File: src/rtl/aes_key_expand_gen.sv
// AES-128/192/256 key expansion: one expanded word per cycle, packed four at a time into round keys on a valid/ready stream.
// Define AES_KEYEXP_RKSTORE_EN to keep every round key in a readable store (rd_idx -> rd_key, one cycle latency).
module aes_key_expand_gen #(
    parameter int KEY_BITS = 128
) (
    input  logic         clk,
    input  logic         rst,
    input  logic         kld,
    input  logic [255:0] key_in,
    output logic         busy,
    output logic         rk_valid,
    input  logic         rk_ready,
    output logic [127:0] rk_data,
    output logic [3:0]   rk_idx,
    output logic         rk_last,
    output logic         done,
    input  logic [3:0]   rd_idx,
    output logic [127:0] rd_key
);
    localparam int NK     = KEY_BITS / 32;
    localparam int NR     = NK + 6;
    localparam int NWORDS = 4 * (NR + 1);

    if (KEY_BITS != 128 && KEY_BITS != 192 && KEY_BITS != 256) begin : g_bad_key_bits
        $error("aes_key_expand_gen: KEY_BITS must be 128, 192 or 256");
    end

    typedef enum logic [1:0] {IDLE, EXPAND, FLUSH} state_t;

    function automatic logic [7:0] gf_mul(input logic [7:0] a, input logic [7:0] b);
        logic [7:0] p;
        logic [7:0] x;
        p = 8'h00;
        x = a;
        for (int k = 0; k < 8; k++) begin
            if (b[k]) p = p ^ x;
            x = {x[6:0], 1'b0} ^ (x[7] ? 8'h1b : 8'h00);
        end
        return p;
    endfunction

    // S-box = multiplicative inverse (a^254, 0 maps to 0) followed by the affine transform
    function automatic logic [7:0] sbox(input logic [7:0] a);
        logic [7:0] sq;
        logic [7:0] inv;
        sq  = a;
        inv = 8'h01;
        for (int k = 1; k < 8; k++) begin
            sq  = gf_mul(sq, sq);
            inv = gf_mul(inv, sq);
        end
        return inv ^ {inv[6:0], inv[7]} ^ {inv[5:0], inv[7:6]} ^ {inv[4:0], inv[7:5]}
                   ^ {inv[3:0], inv[7:4]} ^ 8'h63;
    endfunction

    function automatic logic [31:0] sub_word(input logic [31:0] w);
        return {sbox(w[31:24]), sbox(w[23:16]), sbox(w[15:8]), sbox(w[7:0])};
    endfunction

    state_t       state_q;
    logic [31:0]  win_q [NK];
    logic [5:0]   i_q;
    logic [2:0]   j_q;
    logic [7:0]   rcon_q;
    logic [95:0]  pack_q;
    logic         busy_q, rk_valid_q, rk_last_q, done_q;
    logic [127:0] rk_data_q;
    logic [3:0]   rk_idx_q;

    logic         stall, accept, pack_full;
    logic [31:0]  t_word, w_d;
    logic [2:0]   j_d;
    logic [7:0]   rcon_d;
    logic         key_lsb_unused;

    assign key_lsb_unused = ^key_in[127:0];

    // Window holds w[i-Nk..i-1] oldest first; while i < Nk it just rotates the key words.
    always_comb begin
        t_word = win_q[NK-1];
        if (j_q == 3'd0)
            t_word = sub_word({win_q[NK-1][23:0], win_q[NK-1][31:24]}) ^ {rcon_q, 24'h0};
        else if (NK == 8 && j_q == 3'd4)
            t_word = sub_word(win_q[NK-1]);
        w_d    = (i_q < 6'(NK)) ? win_q[0] : (win_q[0] ^ t_word);
        j_d    = (j_q == 3'(NK - 1)) ? 3'd0 : j_q + 3'd1;
        rcon_d = rcon_q;
        if (i_q >= 6'(NK) && j_q == 3'd0)
            rcon_d = {rcon_q[6:0], 1'b0} ^ (rcon_q[7] ? 8'h1b : 8'h00);
    end

    assign stall     = rk_valid_q && !rk_ready;
    assign accept    = rk_valid_q && rk_ready;
    assign pack_full = (state_q == EXPAND) && !stall && (i_q[1:0] == 2'b11);

    always_ff @(posedge clk) begin
        if (rst) begin
            state_q    <= IDLE;
            busy_q     <= 1'b0;
            rk_valid_q <= 1'b0;
            rk_last_q  <= 1'b0;
            done_q     <= 1'b0;
            rk_data_q  <= '0;
            rk_idx_q   <= '0;
            i_q        <= '0;
            j_q        <= '0;
            rcon_q     <= 8'h01;
            pack_q     <= '0;
            for (int k = 0; k < NK; k++) win_q[k] <= '0;
        end else begin
            done_q <= 1'b0;
            if (kld) begin
                for (int k = 0; k < NK; k++) win_q[k] <= key_in[255-32*k -: 32];
                i_q        <= '0;
                j_q        <= '0;
                rcon_q     <= 8'h01;
                rk_valid_q <= 1'b0;
                rk_last_q  <= 1'b0;
                rk_idx_q   <= '0;
                busy_q     <= 1'b1;
                state_q    <= EXPAND;
            end else begin
                case (state_q)
                    IDLE: ;
                    EXPAND: begin
                        if (!stall) begin
                            for (int k = 0; k < NK - 1; k++) win_q[k] <= win_q[k+1];
                            win_q[NK-1] <= w_d;
                            pack_q      <= {pack_q[63:0], w_d};
                            i_q         <= i_q + 6'd1;
                            j_q         <= j_d;
                            rcon_q      <= rcon_d;
                            if (pack_full) begin
                                rk_valid_q <= 1'b1;
                                rk_data_q  <= {pack_q, w_d};
                                rk_idx_q   <= i_q[5:2];
                                rk_last_q  <= (i_q[5:2] == 4'(NR));
                            end else if (accept) begin
                                rk_valid_q <= 1'b0;
                                rk_last_q  <= 1'b0;
                            end
                            if (i_q == 6'(NWORDS - 1)) state_q <= FLUSH;
                        end
                    end
                    FLUSH: begin
                        if (accept) begin
                            rk_valid_q <= 1'b0;
                            rk_last_q  <= 1'b0;
                            done_q     <= 1'b1;
                            busy_q     <= 1'b0;
                            state_q    <= IDLE;
                        end
                    end
                    default: state_q <= IDLE;
                endcase
            end
        end
    end

    assign busy     = busy_q;
    assign rk_valid = rk_valid_q;
    assign rk_data  = rk_data_q;
    assign rk_idx   = rk_idx_q;
    assign rk_last  = rk_last_q;
    assign done     = done_q;

`ifdef AES_KEYEXP_RKSTORE_EN
    logic [127:0] store_q [15];
    logic [127:0] rd_key_q;

    // Store survives kld so a previous schedule stays readable until overwritten.
    always_ff @(posedge clk) begin
        if (rst) begin
            for (int k = 0; k < 15; k++) store_q[k] <= '0;
            rd_key_q <= '0;
        end else begin
            if (pack_full && !kld) store_q[i_q[5:2]] <= {pack_q, w_d};
            rd_key_q <= (rd_idx <= 4'(NR)) ? store_q[rd_idx] : '0;
        end
    end

    assign rd_key = rd_key_q;
`else
    logic rd_idx_unused;
    assign rd_idx_unused = ^rd_idx;
    assign rd_key        = '0;
`endif

endmodule
File: config.mk
export PLATFORM = sky130hd
export DESIGN_NAME = aes_key_expand_gen
export DESIGN_NICKNAME = d
export VERILOG_FILES = /design/src/rtl/aes_key_expand_gen.sv
export SDC_FILE = /design/constraint.sdc
export NUM_CORES = 2
export LEC_CHECK = 0
export CORE_AREA = 8 8 499 256
export DETAILED_ROUTE_END_ITERATION = 8
export DIE_AREA = 0 0 507 264
export GPL_TIMING_DRIVEN = 0
export HOLD_SLACK_MARGIN = 0.12
export PLACE_DENSITY = 0.81
export SYNTH_ARGS = -nofsm -noshare
export SYNTH_HDL_FRONTEND = slang
export SYNTH_SLANG_ARGS = --single-unit
File: constraint.sdc
create_clock -name clk -period 33.6 [get_ports clk]
set_clock_uncertainty 0.05 [all_clocks]
set_input_delay 5.04 -clock clk [delete_from_list [all_inputs] [get_ports clk]]
set_output_delay 5.04 -clock clk [all_outputs]
set_load 0.01 [all_outputs]
# Word level (Yosys, flattened, before mapping)
# Memory sizes are Yosys's and may differ from the RTL's.
# Cells that the tools add are included.
[totals] ram_bits=128 n_memories=1 reg_bits=251 in_bits=264
[memory_table] memory="win_q" depth=4 word_bits=32 rd=4 rd_ports_with_merged_regs=0 wr=4 line="61" source="logic [31:0] win_q [NK];"
[op_classes] magnitude_cmp=2 n_eq_ne=13 reduce_logical=23 mux=1299 n_bitwise=791 addsub=2
[ops] operator="$mux 8" n=868
[ops] operator="$xor 8x8->8" n=380
[ops] operator="$xor 8x5->8" n=365
[ops] operator="$mux 5" n=369
[ops] operator="$mux 32" n=10
[ops] operator="$xor 32x32->32" n=2
[ops] operator="$not 1->1" n=32
[ops] operator="$mux 7" n=4
[ops] operator="$mux 1" n=25
[ops] operator="$mux 6" n=4
[ops] operator="$mux 4" n=4
[ops] operator="$not 4->4" n=4
[ops] operator="$mux 3" n=5
[ops] operator="$mux 2" n=7
[ops] operator="$reduce_and 4->1" n=3
[ops] operator="$reduce_and 3->1" n=3
[ops] operator="$or 1x1->1" n=8
[ops] operator="$add 6x1->6 const B" n=1
[ops] operator="$eq 6x6->1 const B" n=1
[ops] operator="$ge 6x3->1 const B" n=1
[ops] operator="$lt 6x3->1 const B" n=1
[ops] operator="$ne 2x2->1 const B" n=3
[ops] operator="$ne 3x3->1 const B" n=2
[ops] operator="$pmux 2 s3" n=1
[ops] operator="16 further kinds" n=27

# Depth between registers and ports, before layout
# An unclocked memory read counts as a cell.
[depth] ltp_word=195 mapped_depth=67 mapped_depth_nobuf=58

# Worst setup path after synthesis
# OpenSTA, ideal clock, no wires.
[synth_timing] kind="register to register" startpoint="memory win_q[3][8]" endpoint="memory win_q[3][20], data pin" slack_ps=18317 n_path_buf=7 setup_ps=254 arrival_ps=14979 path_stages_with_launch=60 cell_sequence="edfxtp_1 -> ha_1 -> clkbuf_1 -> nand2_1 -> xor2_2 -> inv_2 -> clkbuf_1 -> ha_1 -> inv_1 -> nor2_1 -> xnor2_1 -> xnor2_1 -> clkbuf_1 -> inv_1 -> clkbuf_1 -> clkbuf_1 -> ha_1 -> clkbuf_1 -> [24 not listed] -> xnor2_1 -> xnor2_1 -> xor2_2 -> xnor2_2 -> xnor2_1 -> xnor2_1 -> nor2_1 -> xnor2_1 -> xnor2_1 -> xnor2_2 -> xor2_2 -> xnor3_1 -> xnor2_1 -> nand2_1 -> a21oi_1 -> xnor2_1 -> nor2_1 -> a21o_1"
[synth_lines] element="start, declared" line="61"

==> impl_results.md <==
- Multiplexer share of the synthesized area: 3.773%
- Synthesized instance count: 9266
- Worst Setup End Kind: flip-flop
- Critical path launch point type: flip-flop
- Per-cell routed wire length: 22.00 um
- Share of cells above drive strength 1: 6.619%
- Area of the multi-input gates: 59290 sq um
- Die area: 133800 sq um
- Max_cap viols: 0
- Die W: 507 um
- Sequential share of the synthesized area: 12.35%
- Crit-path max FO: 10
- Hold wc startpoint: rk_idx[3]
- Highest clock rate: 45.98 MHz
- CTS tree: done
- Pins Over Slew Limit: 0
- Hold Vio Cnt, Final: 0
- CORE AREA: 121400 sq um
- Area growth, synth to finish: 8.587%
- CP arrival: 22.07 ns
- DR vias: 72440
- Vias/cell: 6.387
- Initial antenna violation count: 3
- Setup violators final: 0
- Gr usage total: 34.60%
- Tmin final: 21.75 ns
- CTS sink cnt: 379
- Slew Limit Headroom: 10.42%
- Largest net degree at the start of global routing: 65
- Root Driver: clkbuf_16
- Register area: 8869 sq um
- Vias in the first global route: 65330
- Area share of and/or/nand/nor cells after synthesis: 18.29%
- RSZ-0062 raised after global routing: no
- Critical path origin: win_q[3][8]
- Status: complete, no violations
- Setup TNS: 0 ns
- Post-synth EDFFs: 128
- Count leader, synth: xnor2_1
- N_diodes: 0
- Layout Nets: 9978
- Yosys top cell area share: 19.51%
- First-pass GRT wire length: 380.9 mm
- Placement row count: 91
- CP max stage cell: o41ai_1
- # IOs: 528
- Number of synthesized register bits: 379
- H-tree depth: 1
- Cts hold-fix bufs: 0
- Die height: 264 um
- HPWL Detailed: 196.7 mm
- # fillers: 10610
- Post_cts resized: 0
- Synth Cell Area: 71820 sq um
- CTS clk-pin slew, worst paths: 0.07 ns
- Max incr delay on CP: 0.91 ns
- Syn Area/Cell: 7.751 sq um
- Post-synthesis async set-or-reset flop share: 0%
- Antenna Violating Nets Remaining: 0
- Global placement routability congestion: 1.020
- Area leader, netlist: xnor2_1
- XOR/XNOR Fraction of Synth Area: 40.68%
- Synth top area cells: xnor2_1, xnor3_1, dfxtp_1
- Worst-Margin Slew: 1.339 ns
- Max Root-Sink Buffers: 3
- Compound-cell area share of the yosys netlist: 18.68%
- Top cells by count, synth: xnor2_1, nor2_1, nand2_1
- Crit share post-route: 64.73%
- Drt first-iter violations: 12110
- Gr ovfl total: 0
- Drt pass-1 iters: 9
- Post-CTS setup buffers: 0
- Final wirelength: 249.5 mm
- Syn. warnings: 0
- Netlist cell types: 120
- Worst EP required: 33.92 ns
- CTS Buf Count: 30
- Initial Util: 59.17%
- Hold Crit Class: reg2reg
- Synth Flop Type: dfxtp_1
- Main combinational cell family by area after synthesis: XOR/XNOR gates
- DRC viols: 0
- Skew-Pair Late Insertion Delay: 0.62 ns
- Synth Area in Adders: 0.4425%
- FF-to-FF Start: win_q[3][8]
- PortBufs: 266
- Setup CP Type: reg2reg
==> layout make-up <==
type,instances,share of cell area [%]
multi-input cells,8122,76.02
flip-flops and latches,379,11.37
plain buffers,785,4.811
repair buffers,266,3.414
well taps,1627,2.610
clock buffers,44,1.068
inverters,107,0.5150
clock inverters,12,0.1877
==> path summary, 6_finish.rpt <==
| check | cells after the start | slack [ns] | to |
|---|---|---|---|
| setup / recovery | 62 | 11.85 | win_q[3][20] |
| hold / removal | 2 | 0.41 | rk_idx[3] |
| setup reg to reg | 62 | 11.85 | win_q[3][20] |
| hold reg to reg | 2 | 0.41 | rk_idx[3] |
==> stage by stage <==
step,util (%),setup WS (ns),std cells,area [sq um],hold slack (ns)
floorplan,-,18.32,9393,72300,0.3781
global placement,63.44,13.19,11290,77000,0.3908
detailed placement,63.45,12.86,11290,77010,0.3982
CTS,64.26,12.77,11340,77990,0.4081
global route,64.26,10.81,11340,77990,0.4224
finish,64.26,11.85,11340,77990,0.4099
==> layer usage <==
metal	track usage, %	wire [um]
met3	9.958	38740
met5	1.133	246
met2	47.56	97970
met1	53.96	108900
met4	4.263	3676
==> cells in the final DEF (no fill, tap or decap), types with 42 or more instances in the layout <==
master / n
a211oi_1: 95
a21o_1: 67
a21oi_1: 620
a22o_1: 151
a22oi_1: 62
a31oi_1: 53
and2_1: 48
and3_1: 56
buf_1: 58
buf_2: 142
buf_4: 161
clkbuf_1: 431
clkdlybuf4s50_1: 266
conb_1: 128
dfxtp_1: 251
edfxtp_1: 128
inv_1: 92
mux2i_1: 228
nand2_1: 1069
nand2b_1: 66
nand3_1: 196
nor2_1: 1178
nor2b_1: 63
nor3_1: 182
o211ai_1: 67
o21a_1: 47
o21ai_0: 413
o21ai_1: 42
o22ai_1: 122
xnor2_1: 1600
xnor2_2: 74
xnor3_1: 309
xor2_1: 454
xor3_1: 53
==> flip-flops by register name (all words and copies together), names as in the netlist, 2 cells and up <==
name	count
pack_q	96
j_q	3
state_q	2
win_q	128
i_q	6
rk_idx	4
rk_data	128
rcon_q	8
==> worst max-delay path, delay by kind of cell (launching register included) <==
kind,cells,cell delay (ns)
adder cells (fa/ha/maj),4,1.57
AO/OA/AOI/OAI,14,4.68
buffers and inverters,14,4.74
XOR/XNOR,16,6.88
multiplexers,2,0.37
flip-flops,1,0.42
AND/OR/NAND/NOR,12,2.76
==> cell families (layout without fill, tap and decap cells) <==
family / after synthesis / after routing
XOR/XNOR: 2574 / 2574
AO/OA/AOI/OAI: 2074 / 2074
flip-flops: 379 / 379
adder cells (fa/ha/maj): 26 / 26
AND/OR/NAND/NOR: 3055 / 3055
other: 1 / 128
buffers and inverters: 892 / 1214
multiplexers: 265 / 265
Power is not shown: default switching activity piles up to over one toggle a cycle in this logic, so the estimate is an artifact.
